--- config.mk ---
export PLATFORM = sky130hd
export DESIGN_NAME = rd_stream_out
export DESIGN_NICKNAME = d
export VERILOG_FILES = /design/src/rtl/fifo_pkg.sv /design/src/rtl/rd_stream_out.sv
export SDC_FILE = /design/constraint.sdc
export NUM_CORES = 1
export LEC_CHECK = 0
export ABC_AREA = 1
export CAP_MARGIN = 20
export CORE_UTILIZATION = 50
export CTS_CLUSTER_SIZE = 10
export DETAILED_ROUTE_END_ITERATION = 12
export DONT_BUFFER_PORTS = 1
export PLACE_DENSITY_LB_ADDON = 0.1
export REMOVE_ABC_BUFFERS = 1
export SYNTH_ARGS = -nofsm -noshare
export SYNTH_HDL_FRONTEND = slang
export SYNTH_SLANG_ARGS = --single-unit
export TNS_END_PERCENT = 50
--- constraint.sdc ---
create_clock -name rclk -period 4.2 [get_ports rclk]
set_clock_uncertainty 0.15 [all_clocks]
set_input_delay 0.84 -clock rclk [delete_from_list [all_inputs] [get_ports rclk]]
set_output_delay 0.84 -clock rclk [all_outputs]
set_load 0.05 [all_outputs]
--- src/rtl/fifo_pkg.sv ---
// Shared definitions for the read side of the FIFO: default word width and
// the occupancy states of the output stream buffer.
package fifo_pkg;

    localparam int DATA_WIDTH_DEFAULT = 8;

    typedef enum logic [1:0] {
        EMPTY = 2'd0,
        ONE   = 2'd1,
        TWO   = 2'd2
    } rd_state_e;

endpackage

--- src/rtl/rd_stream_out.sv ---
// Read-side FIFO to valid/ready stream adapter with a 2-entry skid buffer
// and a registered handshake counter.
module rd_stream_out
    import fifo_pkg::*;
#(
    parameter int DataWidth = DATA_WIDTH_DEFAULT
) (
    input  logic                 rclk,
    input  logic                 rrst_n,
    input  logic                 rempty_i,
    input  logic [DataWidth-1:0] rdata_i,
    output logic                 rinc_o,
    input  logic                 rflush_i,
    output logic                 m_valid_o,
    input  logic                 m_ready_i,
    output logic [DataWidth-1:0] m_data_o,
    output logic [15:0]          rcount_o
);

    // Stream handshake: a beat transfers on any rclk edge where m_valid_o and
    // m_ready_i are both high; once valid, m_data_o holds until that edge.

    rd_state_e            state, state_n;
    logic [DataWidth-1:0] entry0, entry0_n;
    logic [DataWidth-1:0] entry1, entry1_n;
    logic [15:0]          rcount, rcount_n;
    logic                 push, pop;

    // rrst_n is folded in so no pop request escapes while reset is held.
    assign rinc_o    = rrst_n && !rempty_i && (state != TWO) && !rflush_i;
    assign push      = rinc_o;
    assign m_valid_o = (state != EMPTY);
    assign m_data_o  = entry0;
    assign rcount_o  = rcount;
    assign pop       = m_valid_o && m_ready_i;

    always_ff @(posedge rclk or negedge rrst_n) begin
        if (!rrst_n) begin
            state  <= EMPTY;
            entry0 <= '0;
            entry1 <= '0;
            rcount <= '0;
        end else begin
            state  <= state_n;
            entry0 <= entry0_n;
            entry1 <= entry1_n;
            rcount <= rcount_n;
        end
    end

    always_comb begin
        state_n  = state;
        entry0_n = entry0;
        entry1_n = entry1;
        rcount_n = rcount + {15'd0, pop};

        case (state)
            EMPTY: begin
                if (push) begin
                    state_n  = ONE;
                    entry0_n = rdata_i;
                end
            end
            ONE: begin
                if (push && pop) begin
                    entry0_n = rdata_i;
                end else if (push) begin
                    state_n  = TWO;
                    entry1_n = rdata_i;
                end else if (pop) begin
                    state_n  = EMPTY;
                end
            end
            TWO: begin
                if (pop) begin
                    state_n  = ONE;
                    entry0_n = entry1;
                end
            end
            default: state_n = EMPTY;
        endcase

        // Flush discards the buffer but the counter above still sees the beat.
        if (rflush_i) begin
            state_n = EMPTY;
        end
    end

endmodule

==> summary.md <==
| Metric | Value |
|---|---|
| Outcome | complete, no violations |
| FP Rows | 20 |
| Global routing's busiest layer | met2 |
| Proportion of layout cells with a drive suffix above 1 | 6.341% |
| Remaining design rule violation count | 0 |
| Mean instance size in the synthesized netlist | 8.323 um2 |
| Final HPWL DP | 2511 um |
| Detailed Routing Iterations Pass 1 | 4 |
| Post-detailed-route count of antenna-violating nets | 0 |
| Starting density of the core | 53.91% |
| Reg-to-reg endpoint | rcount_o[12] |
| Number of buffers added for setup after CTS | 0 |
| Final-report setup violation count | 0 |
| Final cycle utilization of the critical path | 60.93% |
| Global-route wire length before repair | 5492 um |
| Cells after Synth | 201 |
| Initial DRC Count | 57 |
| Crit path capture type | output port |
| Number of buffers inserted by port buffering | 0 |
| Critical Path Source Type | flip-flop |
| Required time at the endpoint of the critical path | 3210 ps |
| FF-to-FF Start | state[1] |
| Number of hold violations in the final report | 0 |
| Top cells by instance count after synthesis | sky130_fd_sc_hd__nand2_1, sky130_fd_sc_hd__dfrtp_1, sky130_fd_sc_hd__nand3_1 |
| Accumulated negative setup slack | 0 ps |
| Clock tree buffer depth | 2 |
| Proportion of netlist area held by the largest area contributor | 50.86% |
| Startpoint-to-endpoint class of the critical path | reg -> out |
| Netlist area before placement | 1673 um2 |
| Largest voltage drop on the vdd net | 0.3079 mV |
| Sequential share of the synthesized area | 50.86% |
| Rel. slew slack | 60.08% |
| Master cell of the clock root buffer | sky130_fd_sc_hd__clkbuf_4 |
| Placer congestion estimate | 0.8547 |
| Max-cap viol count | 0 |
| Number of synthesized register bits | 34 |
| Final period demand of the worst path | 2559 ps |
| Die height | 59.84 um |
| Layout Nets | 219 |
| Number of global-route vias before repair | 1,289 |
| TritonCTS clock tree | done |
| End point of the critical path | m_valid_o |
| Setup slack after layout | 1641 ps |
| Flop2flop setup slack | 1810 ps |
| Ys async rst share | 100.0% |
| Congestion Overflow GR | 0 |
| Number of cells upsized or downsized after cts | 0 |
| Unrepaired setup endpoints after global routing | false |
| Post-detailed-route wirelength per cell | 13.75 um |
| CTS sink cnt | 34 |
| Met3 Track Usage GR | 8.874% |
| P per Cell Area | 526.3 nW/um2 |
| TritonCTS Buffers | 5 |
| Synth warnings | 0 |
| Die extent in x | 59.84 um |
| H-tree depth | 2 |
| R2r worst-path depth | 8 |
| Via count of the routed design | 1,356 |
| WP data arrival | 1570 ps |
| Yosys cell types | 23 |
| Grt met1 use | 21.36% |
| Boundary pin count | 39 |
| Post-synthesis to final-layout area growth | 5.011% |
| Worst Hold Class | in -> async |
| Dominant cells by area after synthesis | sky130_fd_sc_hd__dfrtp_1, sky130_fd_sc_hd__nand2_1, sky130_fd_sc_hd__nand3_1 |
| Routed vias/inst | 5.446 |
| Worst setup slack after placement | 1650 ps |
| Antenna violations before repair | 0 |
| Max FO, Critical Path | 15 |
| Clock edge transition at the registers on the reported setup and hold paths | 100 ps |
| Max-slew violations | 0 |
| Static leakage power | 0.8922 nW |
| Worst setup startpoint | state[1] |
| Slew at the pin closest to its max-slew limit | 597.4 ps |
| Most frequent cell after synthesis | sky130_fd_sc_hd__nand2_1 |
| Total length of routed wires | 3424 um |
| Biggest area consumer among synthesized cells | sky130_fd_sc_hd__dfrtp_1 |
| Aggregate global-route resource usage | 21.13% |
| Highest achievable clock rate | 0.3908 GHz |
| Commonest register cell after synthesis | sky130_fd_sc_hd__dfrtp_1 |
| Clock insertion delay at the later pin of the skew report | 330 ps |
| Area of the core region | 3103 um2 |
| Maximum number of pins on one net before global-route repair | 37 |
| Met2 Use GR | 37.94% |
| Number of enable flip-flop cells after synthesis | 0 |
| Floorplan die area | 3581 um2 |
| Hold-fix buffers, CTS | 0 |
| Total inserted antenna cells | 0 |
[worst max-delay path, stage by stage, from the launching register on]
cell	delay, ps
sky130_fd_sc_hd__dfrtp_1	730
sky130_fd_sc_hd__nor2_1	140
sky130_fd_sc_hd__inv_1	370
[per-layer routing]
metal	up-vias	wire, um	part of all wire [%]
li1	669	-	-
met1	643	1344	39
met2	42	1811	53
met3	2	247	7.2
met4	0	21	0.61
met5	-	0	0
[cell type report]
type | instances | area, um2
inverter | 14 | 52.55
sequential | 34 | 850.8
clock inverter | 1 | 5.005
multi-input combinational | 149 | 738.2
tap | 44 | 55.05
fill | 306 | 1346
clock buffer | 7 | 55.05
[report_power, final]
| group | switching [mW] | internal, mW | leakage [nW] | total (mW) |
|---|---|---|---|---|
| clock network | 0.103 | 0.0811 | 0.0353 | 0.184 |
| logic | 0.0733 | 0.0406 | 0.430 | 0.114 |
| registers | 0.229 | 0.398 | 0.427 | 0.626 |
[cells by family after synthesis]
kind of cell,share of synthesized area [%]
xor gates and xnor gates,5.236
buffers and inverters,5.011
DFF,50.86
and+or+nand+nor,34.71
AOI/OAI and AO/OA,2.692
adders and majority gates,1.496
[worst min-delay path by stage]
stage,endpoint,slack [ps]
2_1_floorplan,entry1[0],290
3_3_place_gp,entry1[6],300
3_5_place_dp,entry1[4],310
4_1_cts,rcount_o[7],20
5_1_grt,rcount_o[2],8
6_report,rcount_o[7],40
[sequential cells by signal, indices dropped and copies added (netlist names)]
name / count
entry1: 8
m_data_o: 8
rcount_o: 16
state: 2
[layout by cell type (no fill, tap or decap)]
master and count:
sky130_fd_sc_hd__a21oi_1 1, sky130_fd_sc_hd__a21oi_4 1, sky130_fd_sc_hd__clkbuf_1 1, sky130_fd_sc_hd__clkbuf_4 5, sky130_fd_sc_hd__clkbuf_8 1, sky130_fd_sc_hd__clkinv_2 1
sky130_fd_sc_hd__dfrtp_1 34, sky130_fd_sc_hd__ha_1 2, sky130_fd_sc_hd__inv_1 13, sky130_fd_sc_hd__inv_2 1, sky130_fd_sc_hd__nand2_1 75, sky130_fd_sc_hd__nand2_2 1
sky130_fd_sc_hd__nand2b_1 1, sky130_fd_sc_hd__nand3_1 24, sky130_fd_sc_hd__nand3_4 1, sky130_fd_sc_hd__nand3b_1 1, sky130_fd_sc_hd__nand4_1 11, sky130_fd_sc_hd__nor2_1 11
sky130_fd_sc_hd__nor2_2 1, sky130_fd_sc_hd__nor3_1 5, sky130_fd_sc_hd__o21ai_0 3, sky130_fd_sc_hd__o21ai_2 1, sky130_fd_sc_hd__xnor2_1 3, sky130_fd_sc_hd__xor2_1 7
[metrics by stage]
stage               cell area (um2)  std cells  hold slack [ps]  power (mW)  util (%)
finish                         1757        249            36.36      0.9245     56.61
global route                   1757        249            7.940      0.9775     56.61
detailed placement             1697        241            309.9      0.7491     54.68
floorplan                      1642        197            292.5      0.7134         -
CTS                            1757        249            24.53      0.9348     56.61
global placement               1697        241            304.0      0.7429     54.68
Note: power is estimated with default switching activity, not from simulation.
